===== src/rtl/control_decoder_pkg.sv =====
// Shared constants for the instruction control decoder.
//   - opcode-independent funct codes for R-type ALU instructions
//   - bit positions of the 17-bit control field in the control word
//   - ALU class encodings
//   - packed layout of the 32-bit control word
package control_decoder_pkg;

  // R-type funct codes
  localparam logic [5:0] FunctAdd = 6'd32;
  localparam logic [5:0] FunctSub = 6'd34;
  localparam logic [5:0] FunctMul = 6'd50;
  localparam logic [5:0] FunctNop = 6'd63;

  // Control-bit positions within the 17-bit control field
  localparam int unsigned BitAluSrc    = 16;
  localparam int unsigned BitAluClsHi  = 15;
  localparam int unsigned BitAluClsLo  = 13;
  localparam int unsigned BitMemWrite  = 12;
  localparam int unsigned BitMemEnable = 11;
  localparam int unsigned BitMemToReg  = 10;
  localparam int unsigned BitAluWb     = 9;
  localparam int unsigned BitSubtract  = 8;

  typedef enum logic [2:0] {
    AluAddSub = 3'b000,
    AluMul    = 3'b001
  } alu_class_e;

  // Control word layout: [31:27] A, [26:22] B, [21:17] write reg, [16:0] control bits
  typedef struct packed {
    logic [4:0]  reg_a;
    logic [4:0]  reg_b;
    logic [4:0]  reg_wr;
    logic [16:0] ctrl;
  } control_word_t;

endpackage


===== src/rtl/control_decode.sv =====
// Combinational instruction decoder.
//   instruction  : 32-bit instruction word
//   control_word : decoded 32-bit control word (unregistered)
// Optional feature: define CONTROL_MUL_EN to decode R-type funct 50 as multiply;
// otherwise funct 50 is an unknown funct and decodes to all zeros.
module control_decode
  import control_decoder_pkg::*;
#(
  parameter logic [5:0] OP_RTYPE = 6'd9,
  parameter logic [5:0] OP_LOAD  = 6'd10,
  parameter logic [5:0] OP_STORE = 6'd11
) (
  input  logic [31:0] instruction,
  output logic [31:0] control_word
);

  logic [5:0] opcode;
  logic [4:0] rs;
  logic [4:0] rt;
  logic [4:0] rd;
  logic [5:0] funct;
  control_word_t word;

  assign opcode = instruction[31:26];
  assign rs     = instruction[25:21];
  assign rt     = instruction[20:16];
  assign rd     = instruction[15:11];
  assign funct  = instruction[5:0];

  // shamt plays no part in decoding
  logic unused_shamt;
  assign unused_shamt = ^instruction[10:6];

  always_comb begin
    word = '0;
    case (opcode)
      OP_LOAD: begin
        word.reg_a                = rs;
        word.reg_wr               = rt;
        word.ctrl[BitAluSrc]      = 1'b1;
        word.ctrl[BitMemEnable]   = 1'b1;
        word.ctrl[BitMemToReg]    = 1'b1;
      end
      OP_STORE: begin
        word.reg_a                = rs;
        word.reg_b                = rt;
        word.ctrl[BitAluSrc]      = 1'b1;
        word.ctrl[BitMemWrite]    = 1'b1;
        word.ctrl[BitMemEnable]   = 1'b1;
      end
      OP_RTYPE: begin
        unique case (funct)
          FunctAdd: begin
            word.reg_a              = rs;
            word.reg_b              = rt;
            word.reg_wr             = rd;
            word.ctrl[BitAluWb]     = 1'b1;
          end
          FunctSub: begin
            word.reg_a              = rs;
            word.reg_b              = rt;
            word.reg_wr             = rd;
            word.ctrl[BitAluWb]     = 1'b1;
            word.ctrl[BitSubtract]  = 1'b1;
          end
`ifdef CONTROL_MUL_EN
          FunctMul: begin
            word.reg_a              = rs;
            word.reg_b              = rt;
            word.reg_wr             = rd;
            word.ctrl[BitAluClsHi:BitAluClsLo] = AluMul;
            word.ctrl[BitAluWb]     = 1'b1;
          end
`endif
          // nop and unknown funct codes leave the word all zeros
          default: word = '0;
        endcase
      end
      default: word = '0;
    endcase
  end

  assign control_word = word;

endmodule


===== src/rtl/control_decoder.sv =====
// Registered instruction control decoder.
//   clk          : clock, state updates on the rising edge
//   rst_n        : synchronous active-low reset, clears control_out
//   instruction  : 32-bit instruction word, sampled every rising edge
//   control_out  : control word for the instruction sampled at the previous edge
// Optional feature: define CONTROL_MUL_EN to enable multiply decode (funct 50).
module control_decoder
  import control_decoder_pkg::*;
#(
  parameter logic [5:0] OP_RTYPE = 6'd9,
  parameter logic [5:0] OP_LOAD  = 6'd10,
  parameter logic [5:0] OP_STORE = 6'd11
) (
  input  logic        clk,
  input  logic        rst_n,
  input  logic [31:0] instruction,
  output logic [31:0] control_out
);

  logic [31:0] control_d;
  logic [31:0] control_q;

  control_decode #(
    .OP_RTYPE (OP_RTYPE),
    .OP_LOAD  (OP_LOAD),
    .OP_STORE (OP_STORE)
  ) u_decode (
    .instruction  (instruction),
    .control_word (control_d)
  );

  always_ff @(posedge clk) begin
    if (!rst_n) begin
      control_q <= '0;
    end else begin
      control_q <= control_d;
    end
  end

  assign control_out = control_q;

endmodule


===== config.mk =====
export PLATFORM = sky130hd
export DESIGN_NAME = control_decoder
export DESIGN_NICKNAME = d
export VERILOG_FILES = /design/src/rtl/control_decoder_pkg.sv /design/src/rtl/control_decode.sv /design/src/rtl/control_decoder.sv
export SDC_FILE = /design/constraint.sdc
export NUM_CORES = 1
export LEC_CHECK = 0
export ABC_AREA = 1
export CORE_MARGIN = 2
export CORE_UTILIZATION = 32
export DETAILED_ROUTE_END_ITERATION = 12
export PLACE_DENSITY_LB_ADDON = 0.05
export SYNTH_ARGS = -nofsm -noshare
export SYNTH_HDL_FRONTEND = slang
export SYNTH_SLANG_ARGS = --single-unit
export TNS_END_PERCENT = 50

===== constraint.sdc =====
create_clock -name clk -period 0.9 [get_ports clk]
set_input_delay 0.09 -clock clk [delete_from_list [all_inputs] [get_ports clk]]
set_output_delay 0.09 -clock clk [all_outputs]
set_load 0.005 [all_outputs]

==> results_dict.tcl <==
set metrics [dict create \
    syn_area_sq_um 822 \
    layout-drive-gt1-share 0.401 \
    drv_cap 0 \
    critPathCaptureType "output port" \
    netlist_instances 101 \
    crit_path_max_incr_delay_ns 0.33 \
    highest_layer "met4" \
    rsz0062_at_grt "no" \
    final_hold_viol_count 0 \
    cp_cell_sequence "buf_2" \
    path_buf_inv 1 \
    synth_area_leaders "dfxtp_1 49%, buf_4 11%, nand2_1 9.6%" \
    drc 0 \
    layout_min_cycle_time_ns 0.813 \
    syn_avg_cell_area_sq_um 8.14 \
    largest_register_ffs 20 \
    power.total_mw 1.52 \
    grt-ovfl-total 0 \
    antenna_found_initial 0 \
    yosysTopAreaCell "dfxtp_1" \
    yosysSeqAreaShare 0.487 \
    final_area_sq_um 1350 \
    first_iter_violations 8 \
    layout_setup_ws_ns 0.0867 \
    die_area_sq_um 2990 \
    wl_per_cell_um 10.5 \
    critPathArrivalTime_ns 0.72 \
    path_clk_slew_ns 0.10 \
    place_hpwl_mm 1.53 \
    async_flop_share 0 \
    place_ws_ns -0.423 \
    ir_worst_vdd_mv 0.647 \
    area_growth_syn_to_layout_pct 64.4 \
    grtUsageTotal 0.133 \
    yosys_warnings 0 \
    synth.most_common_cell "nand2_1" \
    final_nets 193 \
    synthFlopType "dfxtp_1" \
    drv_slew 0 \
    vias_per_cell 4.27 \
    wirelength_mm 1.96 \
    vias 799 \
    power.leakage_nw 0.658 \
    synth-seq-cells 20 \
    first_pass_iters 4 \
    rows 18 \
    synth.top_cell.area_share 0.487 \
    drtAntennaViolNets 0 \
    cts_tree "done" \
    pin_count 66 \
    fp.dieH_um 54.7 \
    fmax_mhz 1230 \
    cp_slowest_cell "dfxtp_2" \
    start_kind "flop" \
    placedInstanceArea_sq_um 1340 \
    cts_max_level 1 \
    gp_congestion 0.764 \
    wirelength_met1_um 740 \
    cts.sinks 20 \
    synth.top_cells.by_count "21 x nand2_1, 20 x dfxtp_1, 15 x nor2_1, 12 x buf_4, 8 x nand3_1" \
    numPortBuffers 49 \
    crit_required_ns 0.81 \
    finalCritPeriodShare 0.904 \
    synth-edff-count 0 \
    cts_buffer_depth 2 \
    path_delay_family "flip-flops" \
    grt_start_max_net_pins 11 \
    holdWs_ns 0.145 \
    path_max_fanout 2 \
    synth_cell_types 16 \
    core-area_sq_um 2450 \
    met2_length_mm 1.01 \
    met3_length_um 190 \
    cts_hold_buf 0 \
    grt_pass1_vias 678 \
    antenna_cells 0 \
    status "finished clean" \
    power.density_nw_per_um2 1120 \
    path_class "reg -> out" \
    die_w_um 54.7 \
    grt_pass1_wl_mm 2.86 \
    hp-class "in -> reg" \
    initial_utilization 0.335 \
    setup-tns-final_ns 0 \
    cts_root_buffer "clkbuf_4" \
    finalSetupViolCount 0 \
    cts_buffers 3 \
]
[power by group]
group / internal (mW) / leakage, nW / total (mW) / switching [mW]
clock: 0.155 / 0.0138 / 0.391 / 0.235
combinational: 0.133 / 0.481 / 0.240 / 0.107
sequential: 0.888 / 0.163 / 0.889 / 0.000804
[cells in the final DEF (no fill, tap or decap)]
cell type and n:
and3_1 1, nor2_2 5, dlymetal6s2s_1 5, nor3_1 2, nand3_2 6, nand2_1 19, nand2_2 2, clkbuf_2 5
nor2_1 11, buf_4 7, nor2_4 7, a21boi_2 1, clkdlybuf4s50_1 17, dfxtp_1 17, nand3_4 1, inv_2 4
dlygate4sd2_1 6, clkbuf_4 3, inv_1 3, buf_2 16, nand3_1 2, conb_1 11, dfxtp_2 3, a21oi_2 3
[worst paths after layout]
check | cells past startpoint | slack, ns | end | startpoint
max | 1 | 0.09 | control_out[16] | control_out[16]$_SDFF_PN0_
min | 4 | 0.14 | control_out[9]$_SDFF_PN0_ | instruction[4]
[cells by family (layout without fill, tap and decap cells)]
group	count (synthesis)	after routing	share of synthesized area
simple gates	56	56	0.330
flops	20	20	0.487
buf+inv	20	66	0.146
compound gates	4	4	0.0320
other cells	1	11	0.00456
[cell type report]
cell class / instances / area [sq um]
inverters: 7 / 26.3
multi-input cells: 71 / 418
fillers: 243 / 1100
repair buffers: 56 / 443
clock buffers: 3 / 22.5
flip-flops and latches: 20 / 404
well taps: 30 / 37.5
[stage by stage]
step / std cells / utilization
final: 187 / 0.550
after global routing: 187 / 0.550
after CTS: 187 / 0.553
after detailed placement: 183 / 0.545
after global placement: 183 / 0.545
after floorplan: 111 / -
[what timing repair did]
action                                  in CTS  in global routing
endpoints found under the setup margin      37                 24
resized for setup                           92                 22
buffers inserted                             1                  0
pin swaps                                    9                 11
[per-layer routing]
layer,GRT usage,up-vias
li1,-,404
met1,0.168,359
met2,0.220,34
met3,0.0191,2
met4,0.0625,0
met5,0,-
(Power assumes the default switching activity.)
